**config.mk**
```make
export PLATFORM = sky130hd
export DESIGN_NAME = gfx_mem_arbiter
export DESIGN_NICKNAME = d
export VERILOG_FILES = /design/src/rtl/gfx_mem_arbiter.sv
export SDC_FILE = /design/constraint.sdc
export NUM_CORES = 1
export LEC_CHECK = 0
export BUFFER_PORTS_ARGS = -buffer_cell sky130_fd_sc_hd__buf_4
export CAP_MARGIN = 10
export CORE_AREA = 8 8 441 443
export CTS_BUF_LIST = sky130_fd_sc_hd__clkbuf_4 sky130_fd_sc_hd__clkbuf_8
export DETAILED_ROUTE_END_ITERATION = 6
export DIE_AREA = 0 0 449 451
export HOLD_SLACK_MARGIN = 0.15
export PLACE_DENSITY = 0.31
export SYNTH_ARGS = -nofsm -noshare
export SYNTH_HDL_FRONTEND = slang
export SYNTH_SLANG_ARGS = --single-unit
```
**constraint.sdc**
```tcl
create_clock -name clk -period 2.55 [get_ports clk]
set_input_delay 0.1275 -clock clk [delete_from_list [all_inputs] [get_ports clk]]
set_output_delay 0.1275 -clock clk [all_outputs]
set_load 0.1 [all_outputs]
```
**src/rtl/gfx_mem_arbiter.sv**
```systemverilog
// gfx_mem_arbiter
//   Arbitrates three burst requesters onto a DDR2 command/write-data FIFO pair
//   and routes returning read beats back to the requester that issued the read.
//   Requester 0 (pixel feeder) has fixed top priority and only reads;
//   requesters 1 (cache) and 2 (graphics engine) share the remaining slots
//   round-robin.
// Ports
//   clk, rst            : single clock, synchronous active-high reset
//   reqN_*              : N=0..2 command inputs, reqN_ready is a 1-cycle accept
//   af_*                : address/command FIFO write side
//   wdf_*               : write-data FIFO write side (two 128-bit beats/burst)
//   rdf_valid           : read beat from memory, two beats per read
//   rdN_valid           : beat belongs to requester N
//   tag_error           : sticky, a read beat arrived with no outstanding owner
module gfx_mem_arbiter #(
  parameter int ADDR_W    = 31,
  parameter int TAG_DEPTH = 8
) (
  input  logic              clk,
  input  logic              rst,
  input  logic              req0_valid,
  output logic              req0_ready,
  input  logic [ADDR_W-1:0] req0_addr,
  input  logic              req0_wr,
  input  logic [255:0]      req0_wdata,
  input  logic [31:0]       req0_wmask,
  input  logic              req1_valid,
  output logic              req1_ready,
  input  logic [ADDR_W-1:0] req1_addr,
  input  logic              req1_wr,
  input  logic [255:0]      req1_wdata,
  input  logic [31:0]       req1_wmask,
  input  logic              req2_valid,
  output logic              req2_ready,
  input  logic [ADDR_W-1:0] req2_addr,
  input  logic              req2_wr,
  input  logic [255:0]      req2_wdata,
  input  logic [31:0]       req2_wmask,
  output logic [ADDR_W-1:0] af_addr_din,
  output logic [2:0]        af_cmd_din,
  output logic              af_wr_en,
  input  logic              af_full,
  output logic [127:0]      wdf_din,
  output logic [15:0]       wdf_mask_din,
  output logic              wdf_wr_en,
  input  logic              wdf_full,
  input  logic              rdf_valid,
  output logic              rd0_valid,
  output logic              rd1_valid,
  output logic              rd2_valid,
  output logic              tag_error
);

  localparam int PTR_W = (TAG_DEPTH > 1) ? $clog2(TAG_DEPTH) : 1;
  localparam int CNT_W = PTR_W + 1;

  typedef enum logic [1:0] {IDLE, CMD, WD1} state_t;

  state_t              state_reg;
  logic                last_was1_reg;  // 1: requester 1 won the last shared slot
  logic                wr_reg;
  logic [ADDR_W-1:0]   addr_reg;
  logic [255:0]        wdata_reg;
  logic [31:0]         wmask_reg;
  logic [1:0]          owner_reg;

  logic [1:0]          tag_mem [TAG_DEPTH];
  logic [PTR_W-1:0]    wr_ptr_reg;
  logic [PTR_W-1:0]    rd_ptr_reg;
  logic [CNT_W-1:0]    count_reg;
  logic                beat_reg;
  logic                tag_error_reg;

  logic [2:0]          valid_vec;
  logic [2:0]          wr_vec;
  logic [2:0]          elig_vec;
  logic [2:0]          grant_vec;
  logic [1:0]          grant_id;
  logic [2:0]          rd_vec;
  logic [1:0]          head_owner;
  logic                tag_full;
  logic                tag_empty;
  logic                cmd_fire;
  logic                wd1_fire;
  logic                push;
  logic                pop;
  logic                rd_hit;
  logic                unused_req0_wr;

  // Requester 0 is read-only; its write flag is deliberately ignored.
  assign unused_req0_wr = req0_wr;

  assign valid_vec = {req2_valid, req1_valid, req0_valid};
  assign wr_vec    = {req2_wr, req1_wr, 1'b0};

  assign tag_full  = (count_reg == CNT_W'(TAG_DEPTH));
  assign tag_empty = (count_reg == '0);

  // Reads need a free owner slot; writes never wait on the owner FIFO.
  generate
    for (genvar gi = 0; gi < 3; gi++) begin : g_elig
      assign elig_vec[gi] = valid_vec[gi] & (wr_vec[gi] | ~tag_full);
    end
  endgenerate

  always_comb begin
    grant_vec = 3'b000;
    grant_id  = 2'd0;
    if (!rst && state_reg == IDLE) begin
      if (elig_vec[0]) begin
        grant_vec = 3'b001;
        grant_id  = 2'd0;
      end else if (elig_vec[1] && (!elig_vec[2] || !last_was1_reg)) begin
        grant_vec = 3'b010;
        grant_id  = 2'd1;
      end else if (elig_vec[2]) begin
        grant_vec = 3'b100;
        grant_id  = 2'd2;
      end
    end
  end

  assign {req2_ready, req1_ready, req0_ready} = grant_vec;

  assign cmd_fire = !rst && state_reg == CMD && !af_full && (!wr_reg || !wdf_full);
  assign wd1_fire = !rst && state_reg == WD1 && !wdf_full;
  assign push     = cmd_fire && !wr_reg;

  assign af_wr_en     = cmd_fire;
  assign wdf_wr_en    = (cmd_fire && wr_reg) || wd1_fire;
  assign af_addr_din  = (state_reg == CMD) ? addr_reg : '0;
  assign af_cmd_din   = (state_reg == CMD) ? {2'b00, ~wr_reg} : 3'b000;
  assign wdf_din      = (state_reg == CMD) ? wdata_reg[127:0]  :
                        (state_reg == WD1) ? wdata_reg[255:128] : '0;
  assign wdf_mask_din = (state_reg == CMD) ? wmask_reg[15:0]  :
                        (state_reg == WD1) ? wmask_reg[31:16] : '0;

  // The owner FIFO head has to steer the very beat that arrives, so the tiny
  // owner table is read asynchronously rather than through a registered port.
  assign head_owner = tag_mem[rd_ptr_reg];
  assign rd_hit     = !rst && rdf_valid && !tag_empty;
  assign pop        = rd_hit && beat_reg;

  generate
    for (genvar gi = 0; gi < 3; gi++) begin : g_rd
      assign rd_vec[gi] = rd_hit && (head_owner == 2'(gi));
    end
  endgenerate

  assign {rd2_valid, rd1_valid, rd0_valid} = rd_vec;
  assign tag_error = tag_error_reg;

  function automatic logic [PTR_W-1:0] ptr_inc(input logic [PTR_W-1:0] ptr);
    return (ptr == PTR_W'(TAG_DEPTH - 1)) ? '0 : ptr + PTR_W'(1);
  endfunction

  always_ff @(posedge clk) begin
    if (push) begin
      tag_mem[wr_ptr_reg] <= owner_reg;
    end
  end

  always_ff @(posedge clk) begin
    if (rst) begin
      state_reg     <= IDLE;
      last_was1_reg <= 1'b0;
      wr_reg        <= 1'b0;
      addr_reg      <= '0;
      wdata_reg     <= '0;
      wmask_reg     <= '0;
      owner_reg     <= 2'd0;
      wr_ptr_reg    <= '0;
      rd_ptr_reg    <= '0;
      count_reg     <= '0;
      beat_reg      <= 1'b0;
      tag_error_reg <= 1'b0;
    end else begin
      case (state_reg)
        IDLE: begin
          if (|grant_vec) begin
            state_reg <= CMD;
            owner_reg <= grant_id;
            if (grant_id != 2'd0) begin
              last_was1_reg <= (grant_id == 2'd1);
            end
            case (grant_id)
              2'd1: begin
                wr_reg    <= req1_wr;
                addr_reg  <= req1_addr;
                wdata_reg <= req1_wdata;
                wmask_reg <= req1_wmask;
              end
              2'd2: begin
                wr_reg    <= req2_wr;
                addr_reg  <= req2_addr;
                wdata_reg <= req2_wdata;
                wmask_reg <= req2_wmask;
              end
              default: begin
                wr_reg    <= 1'b0;
                addr_reg  <= req0_addr;
                wdata_reg <= req0_wdata;
                wmask_reg <= req0_wmask;
              end
            endcase
          end
        end
        CMD: begin
          if (cmd_fire) begin
            state_reg <= wr_reg ? WD1 : IDLE;
          end
        end
        WD1: begin
          if (wd1_fire) begin
            state_reg <= IDLE;
          end
        end
        default: state_reg <= IDLE;
      endcase

      if (push) begin
        wr_ptr_reg <= ptr_inc(wr_ptr_reg);
      end
      if (pop) begin
        rd_ptr_reg <= ptr_inc(rd_ptr_reg);
      end
      case ({push, pop})
        2'b10:   count_reg <= count_reg + CNT_W'(1);
        2'b01:   count_reg <= count_reg - CNT_W'(1);
        default: count_reg <= count_reg;
      endcase

      // Beat counter only advances on beats that have an owner.
      if (rd_hit) begin
        beat_reg <= ~beat_reg;
      end
      if (rdf_valid && tag_empty) begin
        tag_error_reg <= 1'b1;
      end
    end
  end

endmodule

```
==> flow_summary.ini <==
[critical_path]
endpoint_kind = flip-flop
timing.rr.start = count_reg[0]$_SDFFE_PP0P_
r2r_cells = 13
required_ns = 3.12
arrival_ns = 3.55
rrSetupSlack_ns = -0.42
criticalPathCategory = flip-flop to flip-flop
startpoint = count_reg[0]$_SDFFE_PP0P_
critPathMaxFanout = 16
startpoint_type = flip-flop
r2r_end = wmask_reg[10]$_SDFFE_PP0P_

[floorplanning]
start_util_pct = 11.4
rows = 159
dieWidth_um = 449
die_y_um = 451
io_pins = 1155
coreArea_mm2 = 0.187
fp.dieArea_mm2 = 0.202

[synth]
yosysMostFrequentCell = a21oi_1
synthTopCellsByArea = dfxtp_1, a21oi_1, a22oi_1
synth_top_area_share_pct = 31.9
synth_common_cells = a21oi_1, dfxtp_1, nor2_1
netlist_area_mm2 = 0.0213
syn_inst = 2932
yosysWarnings = 0
async_reset_ff_share_pct = 0
syn_avg_cell_area_um2 = 7.28
synth_ff_type = dfxtp_1
synth_edf_count = 16
ys_ff_latch = 356
yosysTopAreaCell = dfxtp_1
synth.distinct_cells = 52
ys_seq_area_share_pct = 34.2

[detailed_routing]
drt_wl_total_um = 200000
final_antenna_net_count = 0
vias_per_cell = 4.32
wl_per_cell_um = 25.9
drt_first_iter_violations = 2114
vias = 33245
drc = 0
first_pass_iters = 6

[timing]
rsz0062_at_grt = true
finalSetupViolCount = 420
final_hold_viol_count = 0
fin_crit_ns = 2.97
worst_pin_slew_ns = 1.15
slew_headroom_pct = 23.1
setup_slack_ns = -0.423
drv_slew = 0
max_freq_ghz = 0.336
fin_skew_ns = 0.0670
fin_crit_sh_pct = 117

[final_layout]
area_growth_pct = 131
final_cells = 7697
drive_gt1_share_pct = 37.6
fill_cells = 20434
nets = 6083
final-seq-area_mm2 = 0.00729
largest_register_ffs = 256
multiInputGateArea_mm2 = 0.0138
final_util_pct = 26.3

[global_route]
grt_overflow = 0
grt_pass1_wl_um = 268000
grt_pass1_vias = 34927
antenna_found_initial = 78
grt_max_degree = 161
grt_usage_pct = 18.1

[cts]
cts.sink_count = 356
cts_buffers = 81
htreeDepth = 3
tritoncts = built
clock_tree.root_cell = clkbuf_8
path_clk_slew_ns = 0.06
clock_latency_ns = 0.79
cts.path.max_buffers = 3

[hold_path]
min_to = wmask_reg[31]$_SDFFE_PP0P_
holdPathStages = 6
worstHoldStart = req2_wmask[31]
hold_path_class = primary input to flip-flop

[placement]
port_buffers = 1151
dpl.hpwl_um = 149000
post-place-ws_ns = -0.706
place.gp.congestion = 0.847
dp.cells = 6473

[power]
power.density_mw_per_mm2 = 456
peakVddDrop_v = 0.000318
p_leak_uw = 0.0194
power_uw = 22500

[run_status]
failed_checks = setup timing
status = complete, but fails checks

[flow_run]
drv_cap = 0
[metal layers]
metal | routed length [um] | up-vias | track usage [%]
li1 | - | 15315 | -
met1 | 79600 | 16249 | 21.3
met2 | 98700 | 1275 | 31.6
met3 | 13200 | 374 | 5.09
met4 | 7930 | 32 | 6.24
met5 | 200 | - | 0
[cells by family (layout without fill, tap and decap cells)]
| kind of cell | after synthesis | after routing | share of synthesized area [%] |
|---|---|---|---|
| flops | 356 | 356 | 34.2 |
| simple gates | 733 | 733 | 15.7 |
| compound gates | 1452 | 1452 | 40.5 |
| fa+ha+maj | 11 | 11 | 0.680 |
| mux | 6 | 6 | 0.458 |
| buf+inv | 370 | 2600 | 8.31 |
| xor+xnor | 3 | 3 | 0.123 |
| other cells | 1 | 41 | 0.0176 |
[worst max path at each step]
| stage | to | depth (start not counted) | slack [ns] |
|---|---|---|---|
| floorplan | addr_reg[20]$_SDFFE_PP0P_ | 12 | -0.66 |
| global placement | wdata_reg[169]$_SDFFE_PP0P_ | 12 | -0.65 |
| detailed placement | wmask_reg[4]$_SDFFE_PP0P_ | 11 | -0.71 |
| CTS | wdata_reg[13]$_SDFFE_PP0P_ | 14 | -0.40 |
| global route | wdata_reg[12]$_SDFFE_PP0P_ | 12 | -0.54 |
| finish | wmask_reg[10]$_SDFFE_PP0P_ | 13 | -0.42 |
[area by class of cell]
type | instances | area share [%]
well taps | 2495 | 6.34
multi-input cells | 2207 | 28.1
diodes | 39 | 0.198
flip-flops and latches | 356 | 14.8
repair buffers | 2450 | 46.8
clock inverters | 14 | 0.366
clock buffers | 128 | 3.23
inverters | 8 | 0.0762
[stage by stage]
stage          area [um2]  hold WS (ns)  TNS [ns]
3_3_place_gp        34300         0.383   -136.43
5_1_grt             49200         0.152   -176.21
2_1_floorplan       21400         0.268   -202.14
3_5_place_dp        34300         0.392   -150.16
4_1_cts             47800         0.169   -123.97
6_report            49200         0.188    -97.81
[worst max-delay path, cell delays in order, from the launching register on]
cell        delay, ns
dfxtp_2          0.31
or4b_4           0.58
o21ai_2          0.18
nand3b_1         0.17
buf_6            0.15
clkinvlp_4       0.11
ha_4             0.21
buf_12           0.16
buf_12           0.18
buf_4            0.15
a22oi_1          0.26
a21oi_1          0.15
nand3_1          0.11
a21oi_1          0.06
[what timing repair did]
action	4_1_cts	5_1_grt
hold endpoints to repair	356	0
pin swaps	62	92
setup buffers	33	20
gates cloned	20	14
setup endpoints to repair	506	507
hold buffers	974	0
resized for setup	279	243
[cell usage in the layout (no fill, tap or decap), types with 6 or more instances in the layout]
master         instances
nand2_1               11
o21ai_1              195
nor2_2                15
a21oi_2              134
clkbuf_8             101
buf_6                 29
diode_2               39
a21oi_4               17
buf_4               1292
nor2_4                19
edfxtp_1              16
dfxtp_1              337
buf_8                 16
buf_12               100
a22oi_2               88
clkbuf_4              27
o21ai_0              127
nand3_2               19
nand3_1              304
a21oi_1              501
ha_1                   7
and2_1                31
nor3_1                 6
nor2_1               299
clkbuf_16             13
buf_16                24
dlygate4sd3_1        974
a22o_1               143
a22oi_1              232
[report_power, final]
group          leakage [uW]  total (uW)  switching (uW)  internal, uW
registers           0.00294        6400             342          6050
clock network      0.000939        7460            3270          4190
logic                0.0155        8610            4750          3860
total                0.0194       22500            8370         14100
No activity file was read; power rests on OpenSTA's default activity.
